### src/rtl/vend_order_ctrl.sv
// vend_order_ctrl
//   Sequential front end for the combinational vendingmachine block. It collects
//   coins, an item selection and purchase/refund requests. It presents a
//   registered code/count/money triple to vendingmachine and samples its verdict.
//   It then sequences dispense, change and refund pulses to the mechanics.
//
// Optional feature: define VEND_TIMEOUT_EN to build an idle timeout in COLLECT.
//   The timeout refunds the credit and clears the selection.
//
// Ports
//   clk, rst_n                    clock (rising edge), async active-low reset
//   coin_valid, coin_amt[3:0]     coin insertion; a zero amount is ignored
//   sel_valid, sel_code, sel_count item selection (latest one wins)
//   confirm, cancel               purchase / refund requests (cancel wins)
//   vm_code, vm_count, vm_money   registered request to vendingmachine
//   vm_posibility, vm_remaining   verdict and change from vendingmachine
//   credit                        accumulated credit
//   busy                          high in EVAL / DISPENSE / CHANGE
//   coin_reject, nack             1-cycle pulses
//   dispense_valid/_code/_count   1-cycle dispense command
//   change_valid, change_amt      1-cycle change / refund command
//   state_dbg                     current FSM state encoding (debug)
//
// Output semantics: every *_valid / pulse output is high for exactly one clock.
// The data qualified by that pulse is meaningful only in that cycle and reads
// 0 otherwise. There is no back-pressure: the mechanics must accept each pulse
// on the cycle it is presented.
module vend_order_ctrl #(
    parameter int MAX_CREDIT     = 15,
    parameter int TIMEOUT_CYCLES = 255,
    parameter int TMO_W          = 8
) (
    input  logic       clk,
    input  logic       rst_n,
    input  logic       coin_valid,
    input  logic [3:0] coin_amt,
    input  logic       sel_valid,
    input  logic [1:0] sel_code,
    input  logic [2:0] sel_count,
    input  logic       confirm,
    input  logic       cancel,
    output logic [1:0] vm_code,
    output logic [2:0] vm_count,
    output logic [3:0] vm_money,
    input  logic       vm_posibility,
    input  logic [3:0] vm_remaining,
    output logic [3:0] credit,
    output logic       busy,
    output logic       coin_reject,
    output logic       nack,
    output logic       dispense_valid,
    output logic [1:0] dispense_code,
    output logic [2:0] dispense_count,
    output logic       change_valid,
    output logic [3:0] change_amt,
    output logic [2:0] state_dbg
);

    typedef enum logic [2:0] {
        S_IDLE     = 3'd0,
        S_COLLECT  = 3'd1,
        S_EVAL     = 3'd2,
        S_DISPENSE = 3'd3,
        S_CHANGE   = 3'd4
    } state_t;

    // Elaboration-time parameter sanity checks.
    if (MAX_CREDIT < 1 || MAX_CREDIT > 15) begin : g_bad_credit
        $error("MAX_CREDIT must be in 1..15 to fit vm_money");
    end
    if (TIMEOUT_CYCLES < 1 || TIMEOUT_CYCLES >= (1 << TMO_W)) begin : g_bad_timeout
        $error("TIMEOUT_CYCLES must be in 1..2**TMO_W-1");
    end

    localparam logic [4:0] CREDIT_MAX = 5'(MAX_CREDIT);

    state_t     state_q, state_d;
    logic [3:0] credit_q, credit_d;
    logic [1:0] sel_code_q, sel_code_d;
    logic [2:0] sel_count_q, sel_count_d;
    logic       sel_has_q, sel_has_d;
    logic [1:0] vm_code_q, vm_code_d;
    logic [2:0] vm_count_q, vm_count_d;
    logic [3:0] vm_money_q, vm_money_d;
    logic [3:0] rem_q, rem_d;
    logic       coin_reject_q, coin_reject_d;
    logic       nack_q, nack_d;
    logic       disp_v_q, disp_v_d;
    logic [1:0] disp_code_q, disp_code_d;
    logic [2:0] disp_count_q, disp_count_d;
    logic       chg_v_q, chg_v_d;
    logic [3:0] chg_amt_q, chg_amt_d;

    logic       busy_s;
    logic       coin_nz;
    logic [4:0] coin_sum;
    logic       coin_take;
    logic       tmo_hit;

    assign busy_s    = (state_q == S_EVAL) || (state_q == S_DISPENSE) || (state_q == S_CHANGE);
    assign coin_nz   = coin_valid && (coin_amt != 4'd0);
    // 5-bit sum so an over-ceiling coin is detected instead of wrapping.
    assign coin_sum  = {1'b0, credit_q} + {1'b0, coin_amt};
    assign coin_take = coin_nz && !busy_s && (coin_sum <= CREDIT_MAX);

`ifdef VEND_TIMEOUT_EN
    logic [TMO_W-1:0] tmo_cnt_q;
    logic             activity;

    assign activity = coin_valid | sel_valid | confirm | cancel;
    assign tmo_hit  = (state_q == S_COLLECT) && !activity &&
                      (tmo_cnt_q == TMO_W'(TIMEOUT_CYCLES - 1));

    // Held at zero outside COLLECT, so entering COLLECT always starts a fresh count.
    always_ff @(posedge clk or negedge rst_n) begin
        if (!rst_n) begin
            tmo_cnt_q <= '0;
        end else if (state_q != S_COLLECT || activity) begin
            tmo_cnt_q <= '0;
        end else begin
            tmo_cnt_q <= tmo_cnt_q + TMO_W'(1);
        end
    end
`else
    assign tmo_hit = 1'b0;
`endif

    always_comb begin
        state_d       = state_q;
        credit_d      = credit_q;
        sel_code_d    = sel_code_q;
        sel_count_d   = sel_count_q;
        sel_has_d     = sel_has_q;
        vm_code_d     = vm_code_q;
        vm_count_d    = vm_count_q;
        vm_money_d    = vm_money_q;
        rem_d         = rem_q;
        coin_reject_d = 1'b0;
        nack_d        = 1'b0;
        disp_v_d      = 1'b0;
        disp_code_d   = 2'd0;
        disp_count_d  = 3'd0;
        chg_v_d       = 1'b0;
        chg_amt_d     = 4'd0;

        if (coin_take) begin
            credit_d = coin_sum[3:0];
        end else if (coin_nz) begin
            coin_reject_d = 1'b1;
        end

        case (state_q)
            S_IDLE, S_COLLECT: begin
                if (sel_valid) begin
                    sel_code_d  = sel_code;
                    sel_count_d = sel_count;
                    sel_has_d   = 1'b1;
                end
                if (state_q == S_IDLE) begin
                    if (coin_take || sel_valid) begin
                        state_d = S_COLLECT;
                    end
                end else if (cancel || tmo_hit) begin
                    // Refund includes a coin accepted in this same cycle.
                    state_d     = S_CHANGE;
                    chg_v_d     = (credit_d != 4'd0);
                    chg_amt_d   = credit_d;
                    credit_d    = 4'd0;
                    sel_has_d   = 1'b0;
                    sel_code_d  = 2'd0;
                    sel_count_d = 3'd0;
                end else if (confirm && sel_has_q && (sel_count_q != 3'd0)) begin
                    state_d    = S_EVAL;
                    vm_code_d  = sel_code_q;
                    vm_count_d = sel_count_q;
                    vm_money_d = credit_d;
                end
            end
            S_EVAL: begin
                rem_d = vm_remaining;
                if (vm_posibility) begin
                    state_d      = S_DISPENSE;
                    disp_v_d     = 1'b1;
                    disp_code_d  = vm_code_q;
                    disp_count_d = vm_count_q;
                end else begin
                    state_d = S_COLLECT;
                    nack_d  = 1'b1;
                end
            end
            S_DISPENSE: begin
                state_d     = S_CHANGE;
                chg_v_d     = (rem_q != 4'd0);
                chg_amt_d   = rem_q;
                credit_d    = 4'd0;
                sel_has_d   = 1'b0;
                sel_code_d  = 2'd0;
                sel_count_d = 3'd0;
            end
            S_CHANGE: begin
                state_d = S_IDLE;
            end
            default: begin
                state_d = S_IDLE;
            end
        endcase
    end

    always_ff @(posedge clk or negedge rst_n) begin
        if (!rst_n) begin
            state_q       <= S_IDLE;
            credit_q      <= 4'd0;
            sel_code_q    <= 2'd0;
            sel_count_q   <= 3'd0;
            sel_has_q     <= 1'b0;
            vm_code_q     <= 2'd0;
            vm_count_q    <= 3'd0;
            vm_money_q    <= 4'd0;
            rem_q         <= 4'd0;
            coin_reject_q <= 1'b0;
            nack_q        <= 1'b0;
            disp_v_q      <= 1'b0;
            disp_code_q   <= 2'd0;
            disp_count_q  <= 3'd0;
            chg_v_q       <= 1'b0;
            chg_amt_q     <= 4'd0;
        end else begin
            state_q       <= state_d;
            credit_q      <= credit_d;
            sel_code_q    <= sel_code_d;
            sel_count_q   <= sel_count_d;
            sel_has_q     <= sel_has_d;
            vm_code_q     <= vm_code_d;
            vm_count_q    <= vm_count_d;
            vm_money_q    <= vm_money_d;
            rem_q         <= rem_d;
            coin_reject_q <= coin_reject_d;
            nack_q        <= nack_d;
            disp_v_q      <= disp_v_d;
            disp_code_q   <= disp_code_d;
            disp_count_q  <= disp_count_d;
            chg_v_q       <= chg_v_d;
            chg_amt_q     <= chg_amt_d;
        end
    end

    assign vm_code        = vm_code_q;
    assign vm_count       = vm_count_q;
    assign vm_money       = vm_money_q;
    assign credit         = credit_q;
    assign busy           = busy_s;
    assign coin_reject    = coin_reject_q;
    assign nack           = nack_q;
    assign dispense_valid = disp_v_q;
    assign dispense_code  = disp_code_q;
    assign dispense_count = disp_count_q;
    assign change_valid   = chg_v_q;
    assign change_amt     = chg_amt_q;
    assign state_dbg      = state_q;

endmodule

### config.mk
export PLATFORM = sky130hd
export DESIGN_NAME = vend_order_ctrl
export DESIGN_NICKNAME = d
export VERILOG_FILES = /design/src/rtl/vend_order_ctrl.sv
export SDC_FILE = /design/constraint.sdc
export NUM_CORES = 1
export LEC_CHECK = 0
export CORE_MARGIN = 1.5
export CORE_UTILIZATION = 30
export CTS_BUF_LIST = sky130_fd_sc_hd__clkbuf_16
export DETAILED_ROUTE_END_ITERATION = 16
export RECOVER_POWER = 25
export REMOVE_ABC_BUFFERS = 1
export SLEW_MARGIN = 5
export SYNTH_ARGS = -nofsm -noshare
export SYNTH_HDL_FRONTEND = slang
export SYNTH_SLANG_ARGS = --single-unit
### constraint.sdc
create_clock -name clk -period 3.6 [get_ports clk]
set_input_delay 0.36 -clock clk [delete_from_list [all_inputs] [get_ports clk]]
set_output_delay 0.36 -clock clk [all_outputs]
set_load 0.01 [all_outputs]
==> impl_metrics.csv <==
group,metric,value,unit
run_status,run_status,"finished, violations left",
run_status,violations,"max-capacitance violations, max-slew violations",
setup_path,worstPathCellList,"clkdlybuf4s50_1, ha_1, fa_1, xor2_1, or3_1, or3_1, a32oi_1, a21bo_1",
clock_tree,clkLatencyLatePin,270,ps
setup_path,crit_fanout,3,
sta,hold_slack,498,ps
power,pwr-share-seq,39.5,%
cells_and_area,multi_input_comb_area,651,sq um
yosys,post_synth_inst_count,131,
floorplan,placement_rows,26,
sta,worst_slew_margin_rel,-37.0,%
global_route,grt_pass1_vias,1235,
clock_tree,numClockSinks,39,
job,maxCapViolCount,1,
clock_tree,htree_levels,2,
clock_tree,clk_pin_slew_worst_paths,50,ps
yosys,main_combinational_cell_family_by_area_after_synthesis,"simple AND/OR/NAND/NOR gates",
clock_tree,post_cts.repair.setup_buffers,0,
setup_path,worstSetupEndpointType,"flop",
drt,vias,1241,
yosys,post_synth_mux_area_share,9.27,%
clock_tree,post_cts_hold_buffer_count,0,
floorplan,die_area,0.00594,sq mm
yosys,yosysSeqAreaShare,59.3,%
yosys,ys_types,38,
drt,dr.first_iter.drc_count,77,
drt,via_per_inst,4.91,
clock_tree,count_of_cells_resized_by_post_cts_repair,0,
drt,wl_per_cell,14.6,um
yosys,synth_area_leader_cell,"sky130_fd_sc_hd__dfrtp_1",
power,internal_power,1.23,mW
sta,hold_viol,0,
floorplan,start_util,31.6,%
sta,setup_violations,0,
clock_tree,clock_tree.buffer_depth,2,
cells_and_area,insertedDiodeCount,0,
cells_and_area,drive_gt1_share,12.0,%
setup_path,crit_path_max_incr_delay,440,ps
setup_path,critical_path.most_common_cell,"sky130_fd_sc_hd__or3_1",
sta,clock.fmax,0.400,GHz
sta,timing.clock.skew,5.79,ps
placement,globalplace.congestion,0.877,
yosys,compound_gate_fraction_of_synth_area,10.8,%
sta,tightestPinTransition,2060,ps
sta,fin_crit,2500,ps
floorplan,core_region_area,0.00520,sq mm
yosys,synth_seq_cells,39,
yosys,ys_top_cells_by_area,"sky130_fd_sc_hd__dfrtp_1 (59%), sky130_fd_sc_hd__mux2_2 (6.8%), sky130_fd_sc_hd__a22o_1 (3.2%)",
sta,report.final.slew_viol_count,40,
global_route,first_pass_grt_wire_length,6.23,mm
drt,drcViolationCount,0,
power,swShare,32.3,%
setup_path,crit_path_top_delay_cell,"sky130_fd_sc_hd__clkdlybuf4s50_1",
cells_and_area,register_area,976,sq um
drt,drt.antenna.violating_nets,0,
cells_and_area,area_delta_synth_final,41.9,%
clock_tree,cts.root.buffer_cell,"sky130_fd_sc_hd__clkbuf_16",
global_route,globalRoute.totalOverflow,0,
setup_path,path_class,"input pin to flop",
cells_and_area,post-route-cell-area,0.00234,sq mm
global_route,pin_count_of_the_biggest_net_entering_global_routing,40,
power,p_leak,1.06,nW
global_route,grt_antenna_before_repair,0,
yosys,synth_adder_area_share,4.26,%
yosys,syn_area_per_cell,12.6,sq um
hold_path,min_path_type,"flop to flop",
placement,dp_hpwl,2.76,mm
drt,drt-total-wl,3.70,mm
power,power.switching,587,uW
floorplan,floorplan.die.height,77.1,um
yosys,synth_simple_gate_area_share,14.7,%
sta,unrepaired_setup_endpoints_after_global_routing,"false",
setup_path,timing.critical_path.required,3760,ps
yosys,yosys_warnings,0,
floorplan,chipWidth,77.1,um
sta,min_period_over_period,69.5,%
placement,dp_cells,246,
power,power_per_cell_area,777,mW/mm^2
yosys,synthXorXnorAreaFrac,0.532,%
clock_tree,tritoncts.num_buffers,5,
placement,dpl_cell_area,0.00220,sq mm
power,clock_power_share,22.1,%
yosys,netlist_area,0.00165,sq mm
floorplan,ios,50,
sta,fin_setup_tns,0,ps
cells_and_area,finish.net_count,208,
clock_tree,cts_tree,"done",
placement,port_buffers,49,
power,irDropWorstVdd,0.436,mV
setup_path,critical_path.startpoint_type,"input pin",
global_route,grt_util_all_layers,13.4,%
drt,drt_first_pass_iters,4,
yosys,synth_top_area_share,59.3,%
setup_path,worst-endpoint-arrival,2660,ps
power,p_comb_share,38.4,%
cells_and_area,post_layout_nonfiller_instances,253,
cells_and_area,n_fill_cell,497,
power,totalPowerFinal,1.82,mW
==> cell families (layout without fill, tap and decap cells) <==
kind of cell             after synthesis  after routing
XOR/XNOR                               1              1
flip-flops                            39             39
AND/OR/NAND/NOR                       43             43
adder cells (fa/ha/maj)                5              5
multiplexers                          14             14
buffers and inverters                  5             57
AO/OA/AOI/OAI                         24             24
==> cell usage after synthesis <==
master	number
sky130_fd_sc_hd__nor2_1	10
sky130_fd_sc_hd__a21o_2	1
sky130_fd_sc_hd__mux2_2	10
sky130_fd_sc_hd__fa_1	1
sky130_fd_sc_hd__o32ai_1	1
sky130_fd_sc_hd__a32oi_1	1
sky130_fd_sc_hd__o32a_2	1
sky130_fd_sc_hd__nor3b_1	1
sky130_fd_sc_hd__or4_1	1
sky130_fd_sc_hd__nand3_1	1
sky130_fd_sc_hd__and4b_1	1
sky130_fd_sc_hd__o41ai_1	1
sky130_fd_sc_hd__inv_1	1
sky130_fd_sc_hd__a22o_1	6
sky130_fd_sc_hd__or3_1	2
sky130_fd_sc_hd__buf_1	1
sky130_fd_sc_hd__clkbuf_1	2
sky130_fd_sc_hd__nor3_1	3
sky130_fd_sc_hd__a21bo_1	1
sky130_fd_sc_hd__ha_1	4
sky130_fd_sc_hd__xor2_1	1
sky130_fd_sc_hd__or4_4	1
sky130_fd_sc_hd__a21o_1	1
sky130_fd_sc_hd__and3_1	6
sky130_fd_sc_hd__a21oi_1	4
sky130_fd_sc_hd__clkbuf_2	1
sky130_fd_sc_hd__a31oi_1	1
sky130_fd_sc_hd__nor2_2	1
sky130_fd_sc_hd__and2_1	2
sky130_fd_sc_hd__nand3b_1	1
sky130_fd_sc_hd__o311a_1	1
sky130_fd_sc_hd__mux2i_1	4
sky130_fd_sc_hd__o21ai_0	5
sky130_fd_sc_hd__or2_2	2
sky130_fd_sc_hd__nand2_1	4
sky130_fd_sc_hd__nor2b_1	6
sky130_fd_sc_hd__dfrtp_1	39
sky130_fd_sc_hd__nand2b_1	1
==> power by group through the flow <==
stage                     Combinational (mW)  Sequential [mW]  Clock (mW)
after global routing                   0.758            0.740       0.432
after floorplan                        0.326            0.739           0
after global placement                 0.686            0.716           0
final                                  0.697            0.718       0.400
after detailed placement               0.696            0.724           0
after CTS                              0.700            0.720       0.411
==> worst paths after layout <==
kind / start / cells past startpoint / slack (ps) / to
setup / recovery: coin_amt[0] / 8 / 1100 / change_valid
hold / removal: sel_has_q / 2 / 500 / sel_has_q
setup reg to reg: credit[0] / 7 / 1240 / change_valid
hold reg to reg: sel_has_q / 2 / 500 / sel_has_q
max in group asynchronous: rst_n / 1 / 1750 / change_amt[3]
min in group asynchronous: rst_n / 1 / 670 / dispense_code[1]
==> metrics by stage <==
stage	worst slack (ps)	utilization, %
after floorplan	1320	-
after global placement	910	42.3
after detailed placement	829	42.3
after CTS	1110	44.9
after global routing	1020	44.9
final	1100	44.9
==> final cells by class <==
type | instances | area share [%]
flip-flops and latches | 39 | 41.8
well taps | 70 | 3.75
repair buffers | 49 | 20.7
clock inverters | 2 | 0.375
clock buffers | 5 | 5.36
inverters | 1 | 0.161
multi-input cells | 87 | 27.9
==> worst max-delay path: cells and delay by family <==
family,cells,cell delay [ps]
adders and majority gates,2,670
and+or+nand+nor,2,610
buffers and inverters,1,440
AOI/OAI and AO/OA,2,400
xor gates and xnor gates,1,180
==> metal layers <==
metal  vias up  wire [um]  track usage [%]  share of wire (%)
met5         -          0                0                  0
met2        48       1750             20.6                 47
met3        10        212             2.98                5.7
met1       604       1660             18.0                 45
met4         0         69             6.18                1.9
li1        579          -                -                  -
==> flip-flops by register name, summed over array words and instances, names as in the netlist <==
| name | count |
|---|---|
| change_amt | 4 |
| change_valid | 1 |
| coin_reject | 1 |
| credit | 4 |
| dispense_code | 2 |
| dispense_count | 3 |
| dispense_valid | 1 |
| nack | 1 |
| rem_q | 4 |
| sel_code_q | 2 |
| sel_count_q | 3 |
| sel_has_q | 1 |
| state_dbg | 3 |
| vm_code | 2 |
| vm_count | 3 |
| vm_money | 4 |
==> layout by cell type (no fill, tap or decap), types with 2 or more instances in the layout <==
cell type | synthesis | routed
sky130_fd_sc_hd__a22o_1 | 6 | 6
sky130_fd_sc_hd__nor3_1 | 3 | 3
sky130_fd_sc_hd__o21ai_0 | 5 | 5
sky130_fd_sc_hd__nand2_1 | 4 | 4
sky130_fd_sc_hd__mux2_2 | 10 | 10
sky130_fd_sc_hd__and2_1 | 2 | 2
sky130_fd_sc_hd__nor2_1 | 10 | 10
sky130_fd_sc_hd__dfrtp_1 | 39 | 39
sky130_fd_sc_hd__or2_2 | 2 | 2
sky130_fd_sc_hd__clkbuf_16 | 0 | 5
sky130_fd_sc_hd__a21oi_1 | 4 | 4
sky130_fd_sc_hd__or3_1 | 2 | 2
sky130_fd_sc_hd__nor2b_1 | 6 | 6
sky130_fd_sc_hd__ha_1 | 4 | 4
sky130_fd_sc_hd__clkdlybuf4s50_1 | 0 | 48
sky130_fd_sc_hd__and3_1 | 6 | 6
sky130_fd_sc_hd__mux2i_1 | 4 | 4
Power figures use the tool's default switching activity.
